[config.mk]
export PLATFORM = sky130hd
export DESIGN_NAME = cdb_arbiter
export DESIGN_NICKNAME = d
export VERILOG_FILES = /design/src/rtl/ooo_types_pkg.sv /design/src/rtl/rr_arbiter.sv /design/src/rtl/cdb_arbiter.sv
export SDC_FILE = /design/constraint.sdc
export NUM_CORES = 1
export LEC_CHECK = 0
export ABC_AREA = 0
export BUFFER_PORTS_ARGS = -buffer_cell sky130_fd_sc_hd__buf_2
export CAP_MARGIN = 20
export CORE_UTILIZATION = 49
export CTS_BUF_LIST = sky130_fd_sc_hd__clkbuf_4 sky130_fd_sc_hd__clkbuf_8 sky130_fd_sc_hd__clkbuf_16
export DETAILED_ROUTE_END_ITERATION = 8
export GPL_TIMING_DRIVEN = 0
export PLACE_DENSITY = 0.76
export SYNTH_ARGS = -nofsm -noshare
export SYNTH_HDL_FRONTEND = slang
export SYNTH_HIERARCHICAL = 1
export SYNTH_SLANG_ARGS = --single-unit
[constraint.sdc]
create_clock -name clk -period 8.75 [get_ports clk]
set_input_delay 1.75 -clock clk [delete_from_list [all_inputs] [get_ports clk]]
set_output_delay 1.75 -clock clk [all_outputs]
set_load 0.02 [all_outputs]
[src/rtl/ooo_types_pkg.sv]
// Shared out-of-order core types: default widths, CDB packet layout and FU indices.
package ooo_types_pkg;

  localparam int NUM_FU = 4;
  localparam int DATA_W = 32;
  localparam int PREG_W = 6;
  localparam int AREG_W = 5;
  localparam int ROB_W  = 5;

  typedef struct packed {
    logic [PREG_W-1:0] pd;
    logic [AREG_W-1:0] rd;
    logic [ROB_W-1:0]  rob;
    logic [DATA_W-1:0] data;
  } cdb_pkt_t;

  typedef enum logic [1:0] {
    FU_ALU = 2'd0,
    FU_MUL = 2'd1,
    FU_DIV = 2'd2,
    FU_BR  = 2'd3
  } fu_idx_e;

endpackage

[src/rtl/rr_arbiter.sv]
// Combinational round-robin arbiter: grants the first requester at or after ptr,
// wrapping modulo N. Shared with the issue scheduler.
module rr_arbiter #(
  parameter int N = 4,
  localparam int IDX_W = $clog2(N)
) (
  input  logic [N-1:0]     req,
  input  logic [IDX_W-1:0] ptr,
  output logic [N-1:0]     grant,
  output logic [IDX_W-1:0] grant_idx
);

  logic [IDX_W:0]   sum;
  logic [IDX_W-1:0] idx;

  always_comb begin
    grant     = '0;
    grant_idx = '0;
    sum       = '0;
    idx       = '0;
    // Scan farthest offset first so the requester nearest to ptr overwrites the rest.
    for (int k = N - 1; k >= 0; k--) begin
      sum = {1'b0, ptr} + (IDX_W + 1)'(k);
      if (sum >= (IDX_W + 1)'(N)) sum = sum - (IDX_W + 1)'(N);
      idx = sum[IDX_W-1:0];
      if (req[idx]) begin
        grant      = '0;
        grant[idx] = 1'b1;
        grant_idx  = idx;
      end
    end
  end

endmodule

[src/rtl/cdb_arbiter.sv]
// Common data bus arbiter: one-entry holding buffer per FU, round-robin pick, registered CDB.
// Optional CDB_STALL_CNT_EN adds a saturating count of cycles with two or more buffered results.
module cdb_arbiter #(
  parameter int NUM_FU = ooo_types_pkg::NUM_FU,
  parameter int DATA_W = ooo_types_pkg::DATA_W,
  parameter int PREG_W = ooo_types_pkg::PREG_W,
  parameter int AREG_W = ooo_types_pkg::AREG_W,
  parameter int ROB_W  = ooo_types_pkg::ROB_W
) (
  input  logic                       clk,
  input  logic                       rst,
  input  logic                       flush,
  input  logic [NUM_FU-1:0]          fu_valid,
  output logic [NUM_FU-1:0]          fu_ready,
  input  logic [NUM_FU*PREG_W-1:0]   fu_pd,
  input  logic [NUM_FU*AREG_W-1:0]   fu_rd,
  input  logic [NUM_FU*ROB_W-1:0]    fu_rob,
  input  logic [NUM_FU*DATA_W-1:0]   fu_data,
  output logic                       cdb_valid,
  output logic [PREG_W-1:0]          cdb_pd,
  output logic [AREG_W-1:0]          cdb_rd,
  output logic [ROB_W-1:0]           cdb_rob,
  output logic [DATA_W-1:0]          cdb_data,
  output logic                       cdb_regf_we,
  output logic [$clog2(NUM_FU)-1:0]  cdb_grant_id
`ifdef CDB_STALL_CNT_EN
  ,
  output logic [31:0]                cdb_conflict_cnt
`endif
);
  import ooo_types_pkg::*;

  localparam int IDX_W = $clog2(NUM_FU);

  typedef struct packed {
    logic [PREG_W-1:0] pd;
    logic [AREG_W-1:0] rd;
    logic [ROB_W-1:0]  rob;
    logic [DATA_W-1:0] data;
  } pkt_t;

  logic [NUM_FU-1:0] buf_valid_q, buf_valid_d, grant;
  pkt_t              buf_q [NUM_FU];
  pkt_t              buf_d [NUM_FU];
  logic [IDX_W-1:0]  rr_ptr_q, rr_ptr_d, grant_idx;
  logic [IDX_W-1:0]  cdb_grant_q, cdb_grant_d;
  logic              cdb_valid_q, cdb_valid_d;
  pkt_t              cdb_pkt_q, cdb_pkt_d;

  rr_arbiter #(.N(NUM_FU)) u_rr (
    .req       (buf_valid_q),
    .ptr       (rr_ptr_q),
    .grant     (grant),
    .grant_idx (grant_idx)
  );

  // A buffer being drained this cycle can be refilled at the same edge.
  assign fu_ready = ~buf_valid_q | grant;

  always_comb begin
    buf_valid_d = buf_valid_q;
    buf_d       = buf_q;
    rr_ptr_d    = rr_ptr_q;
    cdb_valid_d = 1'b0;
    cdb_pkt_d   = cdb_pkt_q;
    cdb_grant_d = cdb_grant_q;
    if (flush) begin
      buf_valid_d = '0;
    end else begin
      if (|grant) begin
        cdb_valid_d            = 1'b1;
        cdb_pkt_d              = buf_q[grant_idx];
        cdb_grant_d            = grant_idx;
        buf_valid_d[grant_idx] = 1'b0;
        rr_ptr_d = (grant_idx == IDX_W'(NUM_FU - 1)) ? '0 : grant_idx + 1'b1;
      end
      for (int i = 0; i < NUM_FU; i++) begin
        if (fu_valid[i] && fu_ready[i]) begin
          buf_valid_d[i]  = 1'b1;
          buf_d[i].pd     = fu_pd[i*PREG_W +: PREG_W];
          buf_d[i].rd     = fu_rd[i*AREG_W +: AREG_W];
          buf_d[i].rob    = fu_rob[i*ROB_W +: ROB_W];
          buf_d[i].data   = fu_data[i*DATA_W +: DATA_W];
        end
      end
    end
  end

  always_ff @(posedge clk or posedge rst) begin
    if (rst) begin
      buf_valid_q <= '0;
      for (int i = 0; i < NUM_FU; i++) buf_q[i] <= '0;
      rr_ptr_q    <= '0;
      cdb_valid_q <= 1'b0;
      cdb_pkt_q   <= '0;
      cdb_grant_q <= '0;
    end else begin
      buf_valid_q <= buf_valid_d;
      for (int i = 0; i < NUM_FU; i++) buf_q[i] <= buf_d[i];
      rr_ptr_q    <= rr_ptr_d;
      cdb_valid_q <= cdb_valid_d;
      cdb_pkt_q   <= cdb_pkt_d;
      cdb_grant_q <= cdb_grant_d;
    end
  end

  assign cdb_valid    = cdb_valid_q;
  assign cdb_pd       = cdb_pkt_q.pd;
  assign cdb_rd       = cdb_pkt_q.rd;
  assign cdb_rob      = cdb_pkt_q.rob;
  assign cdb_data     = cdb_pkt_q.data;
  assign cdb_grant_id = cdb_grant_q;
  // Writes to the architectural zero register are suppressed at the register file.
  assign cdb_regf_we  = cdb_valid_q && (cdb_pkt_q.rd != '0);

`ifdef CDB_STALL_CNT_EN
  logic [31:0] conflict_cnt_q, conflict_cnt_d;
  logic        multi_valid;

  always_comb begin
    // Clearing the lowest set bit leaves something only if two or more are set.
    multi_valid    = |(buf_valid_q & (buf_valid_q - 1'b1));
    conflict_cnt_d = conflict_cnt_q;
    if (multi_valid && (conflict_cnt_q != 32'hFFFF_FFFF)) conflict_cnt_d = conflict_cnt_q + 32'd1;
  end

  always_ff @(posedge clk or posedge rst) begin
    if (rst) conflict_cnt_q <= '0;
    else     conflict_cnt_q <= conflict_cnt_d;
  end

  assign cdb_conflict_cnt = conflict_cnt_q;
`endif

endmodule
======== Word-level counts from Yosys, hierarchy flattened ========
Cells that the tools add are included.
word-level totals
  bits in registers ....................... 249
  bits in latches ......................... 0
  RAM bits ................................ 0
  ROM bits ................................ 0
  input bits .............................. 199
  output and inout bits ................... 56
  logic and storage cells ................. 120
  memories kept ........................... 0
operators by class
  add/subtract/negate cells ............... 8
  multiply operators ...................... 0
  divide/modulo/power cells ............... 0
  magnitude comparators ................... 15
  eq/ne operators ......................... 1
  shifts and indexed selects .............. 0
  mux-type cells .......................... 42
  bitwise gates (word level) .............. 6
  reductions and logical operators ........ 21
operator list
  kind                                                                number
  binary-select mux 48 bit (select 2 bit)                             1
  2-to-1 mux 48 bit                                                   2
  2-to-1 mux 4 bit                                                    6
  2-to-1 mux 2 bit                                                    9
  < comparator 2 x 3 -> 1 bit (second input constant)                 5
  2-to-1 mux 1 bit                                                    15
  greater-or-equal comparator 3 bit (second input constant)           4
  nonzero test 3 bit                                                  4
  demux 1 bit (select 2 bit)                                          5
  greater-or-equal comparator 2 x 1 -> 1 bit (second input constant)  5
  logical AND 1 bit                                                   10
  AND reduction 2 bit                                                 5
  binary-select mux 1 bit (select 2 bit)                              4
  inverter 4 bit                                                      2
  subtractor 2 x 1 -> 2 bit (second input constant)                   4
  adder 2 x 2 -> 3 bit (second input constant)                        2
  nonzero test 5 bit                                                  1
  AND 4 bit                                                           1
  OR 4 bit                                                            1
  OR reduction 4 bit                                                  1
  adder 2 x 1 -> 3 bit (second input constant)                        1
  greater-or-equal comparator 2 x 3 -> 1 bit (second input constant)  1
  inverter 2 -> 3 bit                                                 1
  adder 2 x 1 -> 2 bit (second input constant)                        1
  other kinds (2)                                                     2

======== Logic depth before layout (Yosys ltp) ========
Gate-level depths: netlist (run 1).
  depth in word-level cells ............... 18
  gate-level depth with buffers ........... 15

======== Hierarchy ========
Netlist (run 1), hierarchy kept.
modules (own cells, without submodules)
  module       times used  cells an instance  area each (um^2)
  cdb_arbiter  1           615                10669.0
  rr_arbiter   1           60                 495.5

======== Worst setup path before layout (run 1) ========
No wires, ideal clock.
  path type ............................... register -> output
  start point ............................. register rr_ptr_q[1]
  end point ............................... output fu_ready[1]
  data arrival time ....................... 2.480 ns
  required time ........................... 7.000 ns
  slack ................................... 4.520 ns
  cell stages (with the launch flop) ...... 9
  buffers on the path ..................... 1
  path through ............................ dfrtp_1 > inv_1 > ha_1 > buf_6 > mux4_2 > or4_1 > a21o_1 > o211ai_1 > nand2b_4
on the way
  cells in the longest elaborated chain, start to end .. 12
  elaborated cells between the ends (all ways) .. 48
  classes of those cells .................. add/sub: 7; order compare: 12; mux: 24; bitwise: 1; reduce/logical: 4
ends and longest elaborated chain
  element                                                                                                                 RTL line            source
  start, declared                                                                                                         cdb_arbiter.sv:45   logic [IDX_W-1:0] rr_ptr_q, rr_ptr_d, grant_idx;
  start signal, assigned                                                                                                  cdb_arbiter.sv:100  rr_ptr_q <= rr_ptr_d;
  adder 2 x 2 -> 3 bit                                                                                                    rr_arbiter.sv:23    sum = {1'b0, ptr} + (IDX_W + 1)'(k);
  greater-or-equal comparator 3 bit / subtractor 2 x 1 -> 2 bit (equally long branches)                                   rr_arbiter.sv:24    if (sum >= (IDX_W + 1)'(N)) sum = sum - (IDX_W + 1)'(N);
  2-to-1 mux 2 bit                                                                                                        rr_arbiter.sv:24
  < comparator 2 x 3 -> 1 bit (implied by the code) / greater-or-equal comparator 2 x 1 -> 1 bit (equally long branches)  rr_arbiter.sv:28    grant[idx] = 1'b1;
  logical AND 1 bit (implied by the code)                                                                                 rr_arbiter.sv:28
  2-to-1 mux 1 bit (implied by the code)                                                                                  rr_arbiter.sv:28
  demux 1 bit (select 2 bit)                                                                                              n/a
  2-to-1 mux 4 bit (3 in a row)                                                                                           rr_arbiter.sv:26    if (req[idx]) begin
  2-to-1 mux 4 bit (*)                                                                                                    rr_arbiter.sv:26
  named net grant[1]                                                                                                      cdb_arbiter.sv:42   logic [NUM_FU-1:0] buf_valid_q, buf_valid_d, grant;
  OR 4 bit (*)                                                                                                            cdb_arbiter.sv:58   assign fu_ready = ~buf_valid_q | grant;
  end, declared                                                                                                           cdb_arbiter.sv:14   output logic [NUM_FU-1:0] fu_ready,
The timed path passes the listed nets; every way through them passes the cells marked *. The select of a mux whose other input is x is not followed.

======== Final worst setup path (run 1) ========
Same ends and word-level chain as after synthesis.

==> reports/qor.yml, run 1 <==
maxCapViolCount: 0
post_dp_cell_area_um2: 12800
fin_crit_sh_pct: 59.7
dp_hpwl_mm: 17.9
numCtsBuffers: 26
gp_congestion: 0.837
fp.dieH_um: 153
clkTransAtPathRegs_ns: 0.06
clockPowerShare_pct: 19.3
powerDensity_nw_per_um2: 424
num_io_pins: 255
drc: 0
cts_tree: "yes"
cts_buffer_depth: 3
fp.dieArea_um2: 23400
htreeDepth: 1
ys_types: 40
tightest_slew_ns: 0.789
post_cts_buffers: 0
p_comb_share_pct: 46.4
cts_resized: 0
cts-root-buf: "clkbuf_16"
netlist_area_um2: 11200
die_width_um: 153
pwr-share-seq_pct: 34.3
cts.sinks: 249
outcome: "finished, final reports clean"
antenna_left: 0
synth.ff_latch_count: 249
worstPathCellList: "inv_1 -> ha_1 -> buf_6 -> mux4_2 -> or4_1 -> a21o_1 -> o211ai_1 -> nand2b_4 -> buf_2"
clk_latency_ns: 0.52
setup_tns_ns: 0
grt_max_degree: 114
cp_data_required_time_ns: 7.00
layout.nets: 1170
io_buffers: 254
grt_pass1_wl_mm: 41.8
wl_per_cell_um: 20.3
setup.worst_path.class: "register to output pin"
antenna_found_initial: 6
ir_drop_mv: 0.198
max_stage_delay_ns: 0.56
fmax_mhz: 192
r2r_setup_slack_ns: 4.72
power_mw: 5.83
final_hold_viol_count: 0
grt_usage_pct: 23.0
row_count: 54
area_growth_syn_to_layout_pct: 23.1
maxSlewHeadroom_pct: 47.4
vias: 6900
seq_area_frac_synth_pct: 55.8
power_switching_mw: 1.93
cpMaxStageDelayCell: "dfrtp_1"
dr.pass1.iters: 5
mostFrequentLayoutCells: "263 x buf_2, 249 x dfrtp_1, 239 x mux2_2, 42 x mux4_2, 27 x clkbuf_16"
clock_skew_ns: 0.00965
path_max_fanout: 11
synth.yosys.warnings: 6
worstPathArrival_ns: 3.47
met2_usage_pct: 39.1
drt_iter0_drc: 287
hold_class: "register to register"
end_kind: "output pin"
syn_area_per_cell_um2: 16.5
start_util_pct: 50.5
synth_area_leader_cell: "dfrtp_1"
final_common_cell: "buf_2"
coreArea_um2: 22100
switching_share_pct: 33.1
synth.net_count: 886
hold_buffers: 0
synthCells: 675
avgViaCountPerCell: 5.46
p_int_mw: 3.90
design_area_um2: 13700
grt_overflow: 0
fin_crit_ns: 5.22
routed_wl_mm: 25.7
finalSetupViolations: 0
use_met1_pct: 29.9
busiest_layer: "met2"
worst_setup_path_start_kind: "register"
rsz0062_at_grt: "false"
drv_slew: 0
drive_above_1_share_pct: 65.1
first_global_vias: 7535
whs_ns: 0.499
grtUsageMet3_pct: 4.85
synth_top_area_share_pct: 55.8
ys_top_cells_by_area: "dfrtp_1 56%, mux2_2 24%, mux4_2 8.5%, mux4_1 1.9%, buf_6 1.4%"
leakage_nw: 6.21
[cells by family (layout without fill, tap and decap cells)]
| group | Yosys count | count (layout) | share of synthesized area [%] |
|---|---|---|---|
| AOI/OAI and AO/OA | 30 | 30 | 1.71 |
| adders and majority gates | 12 | 12 | 1.34 |
| buffers and inverters | 50 | 354 | 3.13 |
| DFF | 249 | 249 | 55.8 |
| muxes | 299 | 299 | 35.6 |
| other | 0 | 4 | 0 |
| and+or+nand+nor | 35 | 35 | 2.38 |
[cell type report]
class / instances / area (µm²)
Antenna cell: 4 / 10.0
Buffer: 40 / 312
Clock buffer: 34 / 759
Clock inverter: 14 / 126
Fill cell: 1695 / 8350
Inverter: 10 / 45.0
Multi-Input combinational cell: 376 / 4580
Sequential cell: 249 / 6230
Tap cell: 280 / 350
Timing Repair Buffer: 256 / 1330
[sequential cells by signal (all words and copies together), names as in the netlist]
| register | cells |
|---|---|
| cdb_rob | 5 |
| cdb_valid | 1 |
| cdb_grant_id | 2 |
| buf_valid_q | 4 |
| buf_q | 192 |
| cdb_rd | 5 |
| cdb_data | 32 |
| cdb_pd | 6 |
| rr_ptr_q | 2 |
[worst paths after layout]
kind | endpoint | start | cells past startpoint
setup / recovery | fu_ready[1] | rr_ptr_q[1]$_DFFE_PP0P_ | 9
hold / removal | buf_q[85]$_DFFE_PP0P_ | buf_q[85]$_DFFE_PP0P_ | 1
setup reg to reg | buf_q[112]$_DFFE_PP0P_ | rr_ptr_q[1]$_DFFE_PP0P_ | 12
hold reg to reg | buf_q[85]$_DFFE_PP0P_ | buf_q[85]$_DFFE_PP0P_ | 1
max in group asynchronous | buf_q[139]$_DFFE_PP0P_ | rst | 3
min in group asynchronous | buf_q[157]$_DFFE_PP0P_ | rst | 2
[power by group through the flow]
stage	clock, mW	sequential, mW	combinational, mW
final	1.12	2.00	2.71
after global routing	1.20	2.08	2.93
after CTS	1.16	2.00	2.75
after detailed placement	0	2.02	2.74
after global placement	0	1.99	2.67
after floorplan	0	2.08	1.98
[metal layers]
metal	up-vias	wire length, µm
li1	3090	-
met1	3550	10700
met2	213	12800
met3	43	1510
met4	4	648
met5	-	27
[metrics by stage]
stage                     utilization, %  worst slack, ns  cells
after floorplan                        -            0.157    675
after global placement              57.9            -2.73   1209
after detailed placement            58.2             4.09   1211
after CTS                           62.2             3.51   1259
after global routing                62.2             3.36   1263
final                               62.2             3.53   1263
[worst max-delay path: cells and delay by family, from the launching register on]
kind            cells  cell delay [ns]
flops               1             0.56
fa+ha+maj           1             0.35
simple gates        2             0.75
buf+inv             3             0.54
mux                 1             0.39
compound gates      2             0.36
[Yosys cell counts, drive strengths merged]
| library cell | number |
|---|---|
| o21a | 2 |
| and2b | 1 |
| or4 | 2 |
| nor3b | 1 |
| a21o | 2 |
| a21oi | 7 |
| o211ai | 1 |
| clkbuf | 5 |
| a211o | 1 |
| nor4 | 1 |
| a21boi | 1 |
| a31oi | 3 |
| a41oi | 1 |
| o21ai | 6 |
| dfrtp | 249 |
| o41ai | 1 |
| nand2b | 5 |
| ha | 12 |
| mux2i | 4 |
| nor2b | 1 |
| nand2 | 5 |
| and3 | 1 |
| nand3 | 2 |
| and3b | 4 |
| nor2 | 5 |
| mux4 | 50 |
| mux2 | 245 |
| buf | 35 |
| inv | 10 |
| or3b | 1 |
| a22oi | 3 |
| nand3b | 1 |
| nand4 | 5 |
| o22ai | 2 |
Power figures use the tool's default switching activity.
==> run 2, diff against run 1 <==
Settings changed: CORE_UTILIZATION 49 to 54, PLACE_DENSITY 0.76 to 0.8.
Clock period 8.75 ns to 5.5 ns, I/O delays scaled along.
==> reports/qor.yml, run 2 (synthesized netlist as in run 1, its figures left out) <==
cts_resized: 0  # unchanged
path_max_fanout: 11  # unchanged
grt_usage_pct: 24.8  # +1.8 points
register_area_um2: 6230  # unchanged
start_util_pct: 55.2  # +4.6 points
fin_crit_ns: 4.63
cp_data_required_time_ns: 4.40  # -2.60 ns
setup.worst_path.class: "register to output pin"
whs_ns: 0.500  # +0.000356 ns
die_width_um: 146  # -4.7%
final_hold_viol_count: 0  # unchanged
avgViaCountPerCell: 5.54  # +1.4%
post_cts_buffers: 0  # unchanged
ir_drop_mv: 0.368  # +86%
hold_buffers: 0  # unchanged
leakage_nw: 6.24  # +0.51%
drt_iter0_drc: 226  # -21%
largest_register_ff_count: 192  # unchanged
setup_tns_ns: 0  # unchanged
fp.dieH_um: 146  # -4.7%
antenna_found_initial: 3  # -3
row_count: 52  # -3.7%
io_buffers: 254  # unchanged
gp_congestion: 0.798  # -4.7%
clk_latency_ns: 0.53  # about the same
first_global_vias: 7578  # +0.57%
dp_hpwl_mm: 17.8  # -0.42%
fin_crit_sh_pct: 84.1
rsz0062_at_grt: "false"
routed_wl_mm: 25.4  # -1.3%
diodes: 0  # -4
coreArea_um2: 20200  # -8.4%
powerDensity_nw_per_um2: 675  # +59%
worstPathArrival_ns: 3.53  # +0.06 ns
grt_max_degree: 43  # -62%
tightest_slew_ns: 0.727  # -0.0616 ns
wl_per_cell_um: 20.3  # -0.42%
vias: 6936  # +0.52%
pre_cts_ws_ns: 1.46  # -2.62 ns
numCtsBuffers: 27  # +3.8%
dr.pass1.iters: 4  # -1
htreeDepth: 1  # unchanged
antenna_left: 0  # unchanged
fillers: 1428  # -16%
top_register: "buf_q"
worst_setup_path_start_kind: "register"
r2r_cells: 12  # unchanged
layout.nets: 1175  # +0.43%
cts-root-buf: "clkbuf_16"
fmax_mhz: 216
maxCapViolCount: 0  # unchanged
cts_tree: "yes"
mostFrequentLayoutCells: "263 x buf_2, 249 x dfrtp_1, 239 x mux2_2, 42 x mux4_2, 27 x clkbuf_16"
grt_pass1_wl_mm: 40.9  # -1.9%
drv_slew: 0  # unchanged
finalSetupViolations: 0  # unchanged
cts.sinks: 249  # unchanged
fp.dieArea_um2: 21300  # -9.1%
hold_class: "register to register"
outcome: "finished, final reports clean"
r2r_setup_slack_ns: 1.48  # -3.24 ns
multiInputGateArea_um2: 4580  # unchanged
num_io_pins: 255  # unchanged
final_common_cell: "buf_2"
cts_buffer_depth: 3  # unchanged
grt_overflow: 0  # unchanged
whs_path_depth: 1  # unchanged
drc: 0  # unchanged
clock_skew_ns: 0.00880  # -0.000841 ns
fin_ws_ns: 0.875  # -2.65 ns
clkTransAtPathRegs_ns: 0.06  # about the same
maxSlewHeadroom_pct: 51.5  # +4.1 points
end_kind: "output pin"
drive_above_1_share_pct: 65.2  # +0.11 points
area_growth_syn_to_layout_pct: 23.6
run 2: cell count changes in the layout (fill, tap and decap cells not counted):
cell      previous run  this run
clkbuf_8             5         6
inv_8                1         0
clkbuf_4             2         7
clkinv_2            10         4
buf_12               0         6
diode_2              4         0
buf_16               2         0
run 2: final timing paths:
path	from	end
worst min register to register	buf_q[142]$_DFFE_PP0P_	buf_q[142]$_DFFE_PP0P_
worst min-delay path	buf_q[142]$_DFFE_PP0P_	buf_q[142]$_DFFE_PP0P_
min in group asynchronous	rst	cdb_data[16]$_DFFE_PP0P_
worst max register to register	rr_ptr_q[1]$_DFFE_PP0P_	buf_q[101]$_DFFE_PP0P_
max in group asynchronous	rst	cdb_rd[2]$_DFFE_PP0P_
worst max-delay path	rr_ptr_q[1]$_DFFE_PP0P_	fu_ready[1]
run 2: where the power goes:
group / internal, mW / total [mW] / switching (mW)
sequential: 2.72 / 3.19 / 0.471
clock: 1.11 / 1.81 / 0.704
combinational: 2.42 / 4.31 / 1.89
run 2: final cells by class:
cell class,count,area share (%)
well taps,270,2.45
plain buffers,40,2.26
clock buffers,40,5.88
inverters,10,0.299
multi-input cells,376,33.2
repair buffers,260,10.1
clock inverters,7,0.644
flip-flops and latches,249,45.2
run 2: per-layer routing:
| layer | wire, µm | GRT usage (%) | vias up |
|---|---|---|---|
| met5 | 27 | 0 | - |
| met4 | 666 | 7.58 | 4 |
| met3 | 1310 | 5.20 | 50 |
| met2 | 12700 | 42.1 | 194 |
| met1 | 10700 | 32.1 | 3596 |
| li1 | - | - | 3092 |
run 2: worst max-delay path, stage by stage, from the launching register on:
cell and delay, ns:
dfrtp_1 0.57, inv_1 0.26, ha_1 0.36, buf_6 0.12
mux4_2 0.38, or4_1 0.53, a21o_1 0.18, o211ai_1 0.19
nand2b_4 0.22, buf_2 0.18
run 2: per-stage QoR:
step	utilization, %	std cells	power [mW]	instance area, µm²
floorplan	-	675	6.46	11200
global route	68.2	1252	9.85	13800
CTS	68.2	1252	9.40	13800
finish	68.2	1252	9.31	13800
global placement	63.1	1199	7.38	12800
detailed placement	63.7	1205	7.55	12900
==> run 3, diff against run 2 <==
Settings changed: CORE_UTILIZATION 54 to 49, PLACE_DENSITY 0.8 to 0.76.
Clock period 5.5 ns to 4.1 ns, I/O delays scaled along.
==> reports/qor.yml, run 3 (synthesized netlist as in run 1, its figures left out) <==
drive_above_1_share_pct: 66.0  # +0.79 points
path_common_cell: "buf_6"
clkTransAtPathRegs_ns: 0.06  # about the same
antenna_left: 0  # unchanged
maxSlewHeadroom_pct: 49.2  # -2.3 points
area_growth_syn_to_layout_pct: 24.9
fp.dieH_um: 153  # +4.9%
cts_buffer_depth: 3  # unchanged
cts-root-buf: "clkbuf_16"
die_width_um: 153  # +4.9%
leakage_nw: 6.29  # +0.85%
fillers: 1708  # +20%
worstPathArrival_ns: 3.20  # -0.33 ns
design_area_um2: 13900  # +1.1%
fmax_mhz: 249
worstPathCellList: "buf_6 -> clkinvlp_4 -> ha_1 -> buf_6 -> mux4_2 -> or4_1 -> a21o_1 -> o211ai_1 -> nand2b_4 -> clkbuf_4"
dp_hpwl_mm: 18.1  # +1.4%
gp_congestion: 0.799  # +0.10%
cpMaxStageDelayCell: "or4_1"
clock_skew_ns: 0.0136  # +0.00481 ns
vias: 6908  # -0.40%
mostFrequentLayoutCells: "262 x buf_2, 247 x dfrtp_1, 239 x mux2_2, 42 x mux4_2, 27 x clkbuf_16"
cts.sinks: 249  # unchanged
ir_drop_mv: 0.583  # +58%
tightest_slew_ns: 0.761  # +0.0345 ns
antenna_found_initial: 2  # -1
fin_crit_ns: 4.02
avgViaCountPerCell: 5.43  # -2.0%
final_hold_viol_count: 0  # unchanged
setup.worst_path.class: "register to output pin"
worst_setup_path_start_kind: "register"
htreeDepth: 1  # unchanged
path_max_fanout: 8  # -3
maxCapViolCount: 0  # unchanged
dr.pass1.iters: 4  # unchanged
wl_per_cell_um: 20.3  # about the same
cp_top_family: "simple AND/OR/NAND/NOR gates"
hold_buffers: 0  # unchanged
grt_max_degree: 43  # unchanged
start_util_pct: 50.5  # -4.6 points
final_common_cell: "buf_2"
first_global_vias: 7538  # -0.53%
drc: 0  # unchanged
max_stage_delay_ns: 0.53  # -0.04 ns
coreArea_um2: 22100  # +9.2%
drt_iter0_drc: 215  # -4.9%
cp.buffers_inverters: 4  # +1
end_kind: "output pin"
largest_register_ff_count: 192  # unchanged
outcome: "finished, final reports clean"
grt_usage_pct: 22.9  # -1.9 points
drv_slew: 0  # unchanged
grt_pass1_wl_mm: 41.6  # +1.6%
post_dp_cell_area_um2: 12900  # about the same
cts_tree: "yes"
top_register: "buf_q"
setup_tns_ns: 0  # unchanged
numCtsBuffers: 27  # unchanged
clk_latency_ns: 0.53  # about the same
hold_class: "input port to asynchronous set/reset pin"
layout.nets: 1182  # +0.60%
fp.dieArea_um2: 23400  # +10%
powerDensity_nw_per_um2: 912  # +35%
finalSetupViolations: 0  # unchanged
fin_crit_sh_pct: 98.0
row_count: 54  # +3.8%
num_io_pins: 255  # unchanged
grt_overflow: 0  # unchanged
cp_data_required_time_ns: 3.28  # -1.12 ns
io_buffers: 254  # unchanged
routed_wl_mm: 25.8  # +1.6%
-- run 3: final cells by class --
class	count	area (µm²)	area share, %
multi-input combinational	376	4590	32.9
timing repair buffer	267	1450	10.4
antenna	2	5.00	0.0359
clock buffer	38	808	5.80
buffer	40	312	2.23
inverter	10	45.0	0.323
sequential	249	6230	44.7
clock inverter	10	156	1.12
tap	280	350	2.51
-- run 3: metal layers --
metal  global-route usage (%)  up-vias  wire (µm)
met2                     39.3      196      13000
met1                     29.8     3558      10800
li1                         -     3116          -
met4                     5.77        0        552
met5                        0        -          0
met3                     4.79       38       1420
-- run 3: repair_timing --
action | in CTS | in global routing
setup endpoints to repair | 4 | 4
setup buffers | 2 | 5
resized for setup | 4 | 2
pin swaps | 1 | 1
-- run 3: worst paths after layout --
path / to / cells past startpoint / slack (ns) / from
max in group asynchronous: cdb_pd[2]$_DFFE_PP0P_ / 5 / 2.69 / rst
min in group clk: buf_q[142]$_DFFE_PP0P_ / 1 / 0.50 / buf_q[142]$_DFFE_PP0P_
worst max register to register: buf_q[110]$_DFFE_PP0P_ / 14 / 0.27 / rr_ptr_q[0]$_DFFE_PP0P_
worst min register to register: buf_q[142]$_DFFE_PP0P_ / 1 / 0.50 / buf_q[142]$_DFFE_PP0P_
worst max-delay path: fu_ready[1] / 10 / 0.08 / rr_ptr_q[0]$_DFFE_PP0P_
worst min-delay path: cdb_data[22]$_DFFE_PP0P_ / 2 / 0.29 / rst
-- run 3: power breakdown --
group	internal [mW]	switching, mW
Sequential	3.65	0.611
Clock	1.62	0.980
Combinational	3.31	2.55
-- run 3: per-stage QoR --
stage	cells	hold slack [ns]	setup WS, ns	power (mW)	utilization [%]
2_1_floorplan	675	0.472	0.00629	8.67	-
3_3_place_gp	1209	0.481	-1.56	9.93	57.9
3_5_place_dp	1215	0.489	0.0964	10.1	58.4
4_1_cts	1265	0.287	0.0119	12.8	62.9
5_1_grt	1272	0.309	-0.0277	13.5	63.1
6_report	1272	0.294	0.0808	12.7	63.1
